## src/rtl/qq_cmd_issuer.sv

```systemverilog
// Command issuer for a priority queue (qq_top): buffers commands in a small FIFO,
// screens them against queue status, issues one operation at a time and reports a response.
module qq_cmd_issuer #(
  parameter int W     = 8,
  parameter int DEPTH = 4,
  parameter int WDOG  = 255
) (
  input  logic         clk,
  input  logic         rst,
  input  logic         cmd_valid,
  output logic         cmd_ready,
  input  logic [1:0]   cmd_op,
  input  logic [W-1:0] cmd_key,
  input  logic [W-1:0] cmd_val,
  output logic         enq,
  output logic         deq,
  output logic         repl,
  output logic [W-1:0] lt_i,
  output logic [W-1:0] rt_i,
  input  logic [W-1:0] lt_o,
  input  logic [W-1:0] rt_o,
  input  logic         full_t,
  input  logic         empty_t,
  input  logic         rdy_t,
  output logic         rsp_valid,
  input  logic         rsp_ready,
  output logic [W-1:0] rsp_key,
  output logic [W-1:0] rsp_val,
  output logic [1:0]   rsp_err
);
  localparam int AW  = $clog2(DEPTH);
  localparam int WDW = $clog2(WDOG + 1);
  localparam logic [DEPTH:0] DEPTH_C = (DEPTH + 1)'(DEPTH);
  localparam logic [WDW-1:0] WD_LAST = WDW'(WDOG - 1);

  typedef enum logic [2:0] {IDLE, CHECK, ISSUE, WAIT, RESP} state_t;

  state_t           state_q, state_d;
  logic [2*W+1:0]   mem_q [DEPTH];
  logic [AW-1:0]    wr_q, rd_q;
  logic [DEPTH:0]   cnt_q;
  logic [1:0]       op_q, op_d;
  logic [W-1:0]     lt_q, lt_d, rt_q, rt_d;
  logic [W-1:0]     rkey_q, rkey_d, rval_q, rval_d;
  logic [1:0]       err_q, err_d;
  logic [WDW-1:0]   wd_q, wd_d;
  logic             seen_q, seen_d;
  logic             push, pop;
  logic [1:0]       h_op;
  logic [W-1:0]     h_key, h_val;

  assign cmd_ready = (cnt_q < DEPTH_C);
  assign push      = cmd_valid & cmd_ready;
  assign pop       = (state_q == CHECK);
  assign {h_op, h_key, h_val} = mem_q[rd_q];

  always_ff @(posedge clk) begin
    if (push) mem_q[wr_q] <= {cmd_op, cmd_key, cmd_val};
  end

  always_ff @(posedge clk or negedge rst) begin
    if (!rst) begin
      wr_q  <= '0;
      rd_q  <= '0;
      cnt_q <= '0;
    end else begin
      if (push) wr_q <= wr_q + 1'b1;
      if (pop)  rd_q <= rd_q + 1'b1;
      case ({push, pop})
        2'b10:   cnt_q <= cnt_q + 1'b1;
        2'b01:   cnt_q <= cnt_q - 1'b1;
        default: ;
      endcase
    end
  end

  always_ff @(posedge clk or negedge rst) begin
    if (!rst) begin
      state_q <= IDLE;
      op_q    <= '0;
      lt_q    <= '0;
      rt_q    <= '0;
      rkey_q  <= '0;
      rval_q  <= '0;
      err_q   <= '0;
      wd_q    <= '0;
      seen_q  <= 1'b0;
    end else begin
      state_q <= state_d;
      op_q    <= op_d;
      lt_q    <= lt_d;
      rt_q    <= rt_d;
      rkey_q  <= rkey_d;
      rval_q  <= rval_d;
      err_q   <= err_d;
      wd_q    <= wd_d;
      seen_q  <= seen_d;
    end
  end

  always_comb begin
    state_d = state_q;
    op_d    = op_q;
    lt_d    = lt_q;
    rt_d    = rt_q;
    rkey_d  = rkey_q;
    rval_d  = rval_q;
    err_d   = err_q;
    wd_d    = wd_q;
    seen_d  = seen_q;
    enq     = 1'b0;
    deq     = 1'b0;
    repl    = 1'b0;
    case (state_q)
      IDLE: if (cnt_q != '0) state_d = CHECK;
      CHECK: begin
        op_d   = h_op;
        rkey_d = '0;
        rval_d = '0;
        if (h_op == 2'b11) begin
          err_d   = 2'b10;
          state_d = RESP;
        end else if ((h_op == 2'b00 && full_t) || (h_op != 2'b00 && empty_t)) begin
          err_d   = 2'b01;
          state_d = RESP;
        end else begin
          // Operands are loaded now so they are already stable in the pulse cycle.
          err_d   = 2'b00;
          lt_d    = h_key;
          rt_d    = h_val;
          state_d = ISSUE;
        end
      end
      ISSUE: if (rdy_t) begin
        enq  = (op_q == 2'b00);
        deq  = (op_q == 2'b01);
        repl = (op_q == 2'b10);
        if (op_q != 2'b00) begin
          rkey_d = lt_o;
          rval_d = rt_o;
        end
        wd_d    = '0;
        seen_d  = 1'b0;
        state_d = WAIT;
      end
      WAIT: begin
        // Completion needs a busy (rdy_t low) phase first; rdy_t still high from the pulse doesn't count.
        if (seen_q && rdy_t) begin
          err_d   = 2'b00;
          state_d = RESP;
        end else if (wd_q == WD_LAST) begin
          err_d   = 2'b11;
          state_d = RESP;
        end else begin
          wd_d = wd_q + 1'b1;
          if (!rdy_t) seen_d = 1'b1;
        end
      end
      RESP: if (rsp_ready) state_d = IDLE;
      default: state_d = IDLE;
    endcase
  end

  assign lt_i      = lt_q;
  assign rt_i      = rt_q;
  assign rsp_valid = (state_q == RESP);
  assign rsp_key   = rkey_q;
  assign rsp_val   = rval_q;
  assign rsp_err   = err_q;
endmodule

```

## config.mk

```make
export PLATFORM = sky130hd
export DESIGN_NAME = qq_cmd_issuer
export DESIGN_NICKNAME = d
export VERILOG_FILES = /design/src/rtl/qq_cmd_issuer.sv
export SDC_FILE = /design/constraint.sdc
export NUM_CORES = 1
export LEC_CHECK = 0
export ABC_CLOCK_PERIOD_IN_PS = 8100
export CORE_AREA = 2 2 101 103
export DETAILED_ROUTE_END_ITERATION = 12
export DIE_AREA = 0 0 103 105
export PLACE_DENSITY = 0.9
export SETUP_SLACK_MARGIN = 0.05
export SLEW_MARGIN = 10
export SYNTH_ARGS = -nofsm -noshare
export SYNTH_HDL_FRONTEND = slang
export SYNTH_SLANG_ARGS = --single-unit
```

## constraint.sdc

```tcl
create_clock -name clk -period 8.1 [get_ports clk]
set_input_delay 1.215 -clock clk [delete_from_list [all_inputs] [get_ports clk]]
set_output_delay 1.215 -clock clk [all_outputs]
set_load 0.05 [all_outputs]
```

### Word-level counts from Yosys, hierarchy flattened

Memory sizes are Yosys's and may differ from the RTL's.
Index checks and enable logic that the tools add are counted.

| storage, ports and cells | value |
|---|---|
| register bits after elaboration | 57 |
| bits in writable memories | 72 |
| bits of input ports | 41 |
| word-level logic and storage cells | 97 |
| memories kept | 1 |

| operators by class | value |
|---|---|
| add/subtract/negate cells | 5 |
| magnitude comparators | 1 |
| eq/ne operators | 18 |
| muxes and demuxes | 37 |
| bitwise operators | 3 |
| reduce and logical (&&, ||, !) cells | 20 |

Memory list:

| name | words | width | read ports | clocked after Yosys merged registers in | write ports | line | source |
|---|---|---|---|---|---|---|---|
| mem_q | 4 | 18 | 1 | 0 | 1 | 39 | `logic [2*W+1:0] mem_q [DEPTH];` |

Operators by type and width:

| cell | count |
|---|---|
| $mux 8 | 7 |
| $pmux 8 s2 | 3 |
| $mux 3 | 7 |
| $pmux 3 s5 | 1 |
| $mux 1 | 13 |
| $ne 2x2->1 const B | 6 |
| $reduce_bool 2->1 | 6 |
| $pmux 5 s2 | 1 |
| $add 8x1->8 const B | 1 |
| $eq 8x8->1 const B | 1 |
| $reduce_and 4->1 | 2 |
| $eq 2x2->1 const B | 3 |
| $eq 3x2->1 const B | 2 |
| $mux 2 | 3 |
| $reduce_and 3->1 | 2 |
| $add 5x1->5 const B | 1 |
| $lt 5x3->1 const B | 1 |
| $reduce_and 5->1 | 1 |
| $reduce_bool 5->1 | 1 |
| $sub 5x1->5 const B | 1 |
| $add 2x1->2 const B | 2 |
| $eq 2x1->1 const B | 2 |
| $logic_not 2->1 | 2 |
| $pmux 2 s2 | 1 |
| 11 further kinds | 14 |

### Longest topological paths before layout

Gate-level depths: netlist of run 1.
An unclocked memory read counts as a cell.

| depth | value |
|---|---|
| depth after elaboration | 7 |
| mapped depth | 12 |
| depth with buffers taken out | 10 |

### Worst setup path after synthesis of run 1

Ideal clock, no wire load.

| timing | value |
|---|---|
| path type | input-to-output |
| start point | in rdy_t |
| end point | out deq |
| arrival | 2603 ps |
| data required time | 6885 ps |
| slack | 4282 ps |
| cell stages on the path | 2 |
| path buffers | 0 |
| path through | nand3_1 -> nor3b_1 |

| between the ends | value |
|---|---|
| longest elaborated chain between the ends | 2 |

RTL lines:

| what | line | source |
|---|---|---|
| start: declaration | 24 | `input logic rdy_t,` |
| $mux 1 | 134 | `ISSUE: if (rdy_t) begin` |
| $mux 1 | 114 | `case (state_q)` |
| end: declaration | 16 | `output logic deq,` |

Every way passes these cells.

### Worst setup path in the final report of run 1

Same ends and word-level chain as after synthesis.

==> results of run 1 <==
-- metal layers --
metal,vias to the layer above,wire length (um),track usage [%]
li1,1504,-,-
met1,1696,4710,28.7
met2,110,5610,35.5
met3,11,590,5.48
met4,0,99,7.52
met5,-,0,0
-- power groups by stage --
| stage | clock (mW) | sequential, mW | combinational [mW] |
|---|---|---|---|
| 5_1_grt | 0.806 | 1.02 | 1.18 |
| 3_5_place_dp | 0 | 1.00 | 1.10 |
| 2_1_floorplan | 0 | 1.24 | 0.532 |
| 6_report | 0.763 | 0.997 | 1.10 |
| 4_1_cts | 0.772 | 0.996 | 1.11 |
| 3_3_place_gp | 0 | 0.992 | 1.07 |
-- worst max-delay path: stages --
cell and delay (ns):
clkdlybuf4s50_1 0.57, nand3_1 0.29, nor3b_1 0.27, clkdlybuf4s50_1 0.83
-- sequential cells by signal (all words and copies together) (netlist names) --
| register | count |
|---|---|
| wr_q | 2 |
| state_q | 3 |
| seen_q | 1 |
| rt_i | 8 |
| lt_i | 8 |
| cnt_q | 5 |
| rsp_val | 8 |
| op_q | 2 |
| rsp_key | 8 |
| wd_q | 8 |
| rsp_err | 2 |
| rd_q | 2 |
| mem_q | 72 |
-- kinds of logic (layout without fill, tap and decap cells) --
family                   count (synthesis)  in the layout  synth area share (%)
AO/OA/AOI/OAI                           46             46                  5.47
XOR/XNOR                                14             14                  2.27
adder cells (fa/ha/maj)                 10             10                  2.32
buffers and inverters                   24            123                  1.97
flip-flops                             129            129                  66.5
multiplexers                            37             37                  12.4
AND/OR/NAND/NOR                        100            100                  9.11
-- synth_stat cells (6+ instances only) --
master / count
edfxtp_1: 72
dfrtp_1: 57
nand2_1: 45
nor2_1: 20
o21ai_0: 20
mux4_2: 19
clkbuf_1: 10
ha_1: 10
mux2_4: 10
inv_1: 8
mux2_2: 8
xnor2_1: 8
a21oi_1: 7
nand3_1: 6
xor2_1: 6
-- cell type report --
type                    count  area share [%]
clock buffers              18            6.06
well taps                 133            2.41
clock inverters            14            2.61
flip-flops and latches    129            52.0
multi-input cells         207            24.7
inverters                   9           0.490
repair buffers             82            11.7
-- final timing paths --
path                       depth (start not counted)          to
max                                                4         deq
min                                                1    cnt_q[4]
max reg2reg                                       10    cnt_q[4]
min reg2reg                                        1    cnt_q[4]
max in group asynchronous                          2     lt_i[7]
min in group asynchronous                          2  rsp_err[1]
-- metrics by stage --
stage / hold WS, ns / area (sq um) / utilization (%) / std cells
2_1_floorplan: 0.443 / 5400 / - / 360
3_3_place_gp: 0.459 / 6300 / 65.4 / 560
3_5_place_dp: 0.462 / 6300 / 65.4 / 560
4_1_cts: 0.476 / 6900 / 71.6 / 592
5_1_grt: 0.492 / 6900 / 71.6 / 592
6_report: 0.473 / 6900 / 71.6 / 592
==> reports/results.ini, run 1 <==
[status]
run_status = completed

[critical_path]
cp-start-kind = input port
cp_max_fo = 8
end_kind = output pin
worstPathRequired_ns = 6.88
crit_path_start = rdy_t
crit_type = input port to output pin
arrival_ns = 3.18
timing.rr.start = state_q[1]
regToRegSetupSlack_ns = 5.08

[floorplanning]
ios = 80
start_util_pct = 56.0
num_rows = 36
core_area_sq_mm = 0.00964
die_area_sq_mm = 0.0108
die_y_um = 105
die_w_um = 103

[place]
place_congestion = 0.837
port_buffers = 79
dp_hpwl_mm = 6.75
pre_cts_ws_ns = 3.71

[yosys]
netlist_instances = 360
synthArstFlopShare_pct = 44.2
syn_avg_cell_area_sq_um = 15.0
synthFlopType = edfxtp_1
yosysSeqAreaShare_pct = 66.5
syn_area_sq_mm = 0.00540
synth_top_cell_by_area = edfxtp_1
synth_edf_count = 72
yosysWarnings = 0
synthTopCellsByArea = edfxtp_1 40%, dfrtp_1 26%, mux4_2 7.9%
synth_cell_types = 48
synth_top_area_share_pct = 40.1
synth_nets = 411
synth_seq_cells = 129

[layout]
mostFrequentLayoutCells = 78 x clkdlybuf4s50_1, 72 x edfxtp_1, 57 x dfrtp_1
multiInputGateArea_sq_mm = 0.00171
fillers = 638
drive_above_1_share_pct = 17.2
diodes = 0
final-seq-area_sq_mm = 0.00359
layout.nets = 497
layout_commonest_cell = clkdlybuf4s50_1
areaGrowthSynthToFinish_pct = 27.8

[timing]
hold_viol = 0
slew_violations = 0
period_share_pct = 54.3
period_needed_ns = 4.40
tns_ns = 0
setup_viol_count_final = 0
final.setup.worst_slack_ns = 3.70
fmax_ghz = 0.227
slew_headroom_pct = 27.7
finalClockSkew_ns = 0.0114
rsz0062_at_grt = no
tightestPinTransition_ns = 1.09

[pwr]
switchingPower_mw = 1.07
ir_worst_vdd_uv = 261
p_sw_share_pct = 37.4
internal-power_mw = 1.79
combPwrFrac_pct = 38.5
seq_power_share_pct = 34.8
powerDensity_mw_per_mm2 = 415
power_mw = 2.86
clkPwrFrac_pct = 26.7
cellLeakagePower_nw = 2.63

[routing]
num_vias = 3321
drt_iter0_drc = 175
drc = 0
first_pass_iters = 4
wirelength_mm = 11.0
vias_per_cell = 5.61
wire_per_inst_um = 18.6
antenna_left = 0

[clock_tree]
insertion_delay_ns = 0.52
cts_root_buf = clkbuf_8
clock_sinks = 129
post-cts-setup-buffers = 0
cts_resized = 0
clk_pin_slew_ns = 0.06
cts_made_buffers = 17
cts-htree-levels = 4
cts_hold_buf = 0
clk_path_buf_depth = 2
cts_tree = yes

[global_route]
grt_max_degree = 58
grt_pass1_vias = 3551
track_usage_pct = 21.9
antenna_found_initial = 0
overflow = 0
grt_pass1_wl_mm = 17.6

[min_path]
hold_class = register to register
hp-start = cnt_q[4]

[run]
maxCapViolCount = 0

Note: power is estimated with default switching activity, not from simulation.
==> run 2, diff against run 1 <==
- ABC_CLOCK_PERIOD_IN_PS: 8100 -> 3900
- CORE_AREA: 2 2 101 103 -> 2 2 108 110
- DIE_AREA: 0 0 103 105 -> 0 0 110 112
- PLACE_DENSITY: 0.9 -> 0.83
- clock period: 8.1 -> 3.9 ns (I/O delays scaled with it)
==> run 2 against run 1 <==
Against the previous run: die area rose by 14%; setup slack lost 3.0 ns; routed wire length shrank 1.4%; critical path depth is the same; clock power rose by 99%; largest cell class unchanged; register-to-register slack worse by 4.2 ns; clock-buffer cell count decreased by 1; power up 110%; first-iteration DRC count increased by 62%; cell count is 2.0% higher; largest power group unchanged.
==> reports/results.ini, run 2 (synthesis results as in run 1) <==
[routing]
wire_per_inst_um = 18.0  ; -3.3%
first_pass_iters = 4  ; unchanged
vias_per_cell = 5.39  ; -3.9%
antenna_left = 0  ; unchanged
wirelength_mm = 10.9  ; -1.4%
drt_iter0_drc = 284  ; +62%
drc = 0  ; unchanged
num_vias = 3255  ; -2.0%

[layout]
fin_util_pct = 61.8  ; -9.8 points
drive_above_1_share_pct = 17.6  ; +0.36 points
diodes = 0  ; unchanged
mostFrequentLayoutCells = 78 x clkdlybuf4s50_1, 72 x edfxtp_1, 57 x dfrtp_1
fillers = 840  ; +32%
multiInputGateArea_sq_mm = 0.00171  ; unchanged
areaGrowthSynthToFinish_pct = 27.9  ; about the same
final-seq-area_sq_mm = 0.00359  ; unchanged
layout_commonest_cell = clkdlybuf4s50_1
largest_reg_flops = 72  ; unchanged
layout.nets = 499  ; +0.40%
top_register = mem_q
fin_cells = 604  ; +2.0%
design_area_sq_mm = 0.00690  ; about the same

[pwr]
powerDensity_mw_per_mm2 = 853  ; +110%
ir_worst_vdd_uv = 535  ; +110%
cellLeakagePower_nw = 2.63  ; -0.13%
power_mw = 5.89  ; +110%

[clock_tree]
insertion_delay_ns = 0.42  ; -0.10 ns
clock_sinks = 129  ; unchanged
clk_path_buf_depth = 2  ; unchanged
cts_tree = yes
cts_root_buf = clkbuf_16
clk_pin_slew_ns = 0.06  ; about the same
post-cts-setup-buffers = 0  ; unchanged
cts_hold_buf = 0  ; unchanged
cts_made_buffers = 17  ; unchanged
cts_resized = 0  ; unchanged
cts-htree-levels = 4  ; unchanged

[critical_path]
worstPathRequired_ns = 3.31  ; -3.57 ns
cp-start-kind = input port
crit_type = input port to output pin
timing.rr.start = state_q[1]
cp_max_fo = 8  ; unchanged
crit_path_start = rdy_t
regToRegSetupSlack_ns = 0.88  ; -4.20 ns
end_kind = output pin
arrival_ns = 2.58  ; -0.60 ns

[timing]
finalClockSkew_ns = 0.0151  ; +0.00372 ns
period_share_pct = 81.2
setup_viol_count_final = 0  ; unchanged
slew_violations = 0  ; unchanged
tightestPinTransition_ns = 1.06  ; -0.0266 ns
tns_ns = 0  ; unchanged
rsz0062_at_grt = no
hold_viol = 0  ; unchanged
fmax_ghz = 0.316
slew_headroom_pct = 29.4  ; +1.8 points
period_needed_ns = 3.17

[floorplanning]
die_w_um = 110  ; +6.8%
num_rows = 39  ; +8.3%
die_area_sq_mm = 0.0123  ; +14%
core_area_sq_mm = 0.0112  ; +16%
die_y_um = 112  ; +6.7%
start_util_pct = 48.3  ; -7.7 points
ios = 80  ; unchanged

[status]
run_status = completed

[global_route]
track_usage_pct = 19.5  ; -2.4 points
grt_pass1_vias = 3595  ; +1.2%
grt_pass1_wl_mm = 17.8  ; +0.86%
antenna_found_initial = 0  ; unchanged
grt_max_degree = 33  ; -43%
overflow = 0  ; unchanged

[run]
maxCapViolCount = 0  ; unchanged

[min_path]
hold_class = input port to async pin

[place]
dp_hpwl_mm = 7.06  ; +4.6%
place_congestion = 0.843  ; +0.80%
placed_area_sq_mm = 0.00633  ; +0.44%
port_buffers = 79  ; unchanged
dp_cells = 572  ; +2.1%

## run 2: changes by cell type in the layout (fill, tap and decap cells not counted)
cell,delta
clkbuf_16,+1
clkinv_4,-2
clkinv_1,+1
bufinv_16,-2
clkinv_2,-1
buf_4,+2
clkbuf_8,-1
inv_6,+2
inv_8,+2
clkbuf_1,-1
clkinvlp_4,+1
## run 2: worst max-delay path, stage by stage
cell and delay, ns:
clkdlybuf4s50_1 0.57, nand3_1 0.27, nor3b_1 0.30, clkdlybuf4s50_1 0.85
## run 2: metrics by stage
stage	hold slack (ns)	setup WS, ns
finish	0.223	0.735
global route	0.270	0.557
CTS	0.238	0.715
detailed placement	0.472	0.727
global placement	0.457	0.825
floorplan	0.289	0.258
## run 2: final timing paths
kind | endpoint | cells after the start
max in group asynchronous | lt_i[7] | 2
max | deq | 4
min reg2reg | cnt_q[4] | 1
max reg2reg | cnt_q[4] | 9
min in group clk | cnt_q[4] | 1
min | seen_q | 1
## run 2: metal layers
metal  share of wire (%)  up-vias  global-route usage, %
met4                 1.8        0                   7.85
met2                  52      108                   31.8
met3                 5.9       18                   6.09
met1                  40     1615                   23.9
li1                    -     1514                      -
met5                   0        -                      0
## run 2: where the power goes
part | internal, mW | leakage, nW | switching [mW] | total, mW
clock | 0.897 | 0.278 | 0.628 | 1.52
sequential | 1.78 | 1.37 | 0.289 | 2.07
combinational | 0.965 | 0.974 | 1.33 | 2.30
total | 3.64 | 2.63 | 2.25 | 5.89
## run 2: cell type report
class,instances,area share (%)
clock buffer,17,6.16
clock inverter,15,2.16
inverter,9,0.489
multi-input combinational,207,24.7
sequential,129,52.0
tap,143,2.59
timing repair buffer,84,11.9
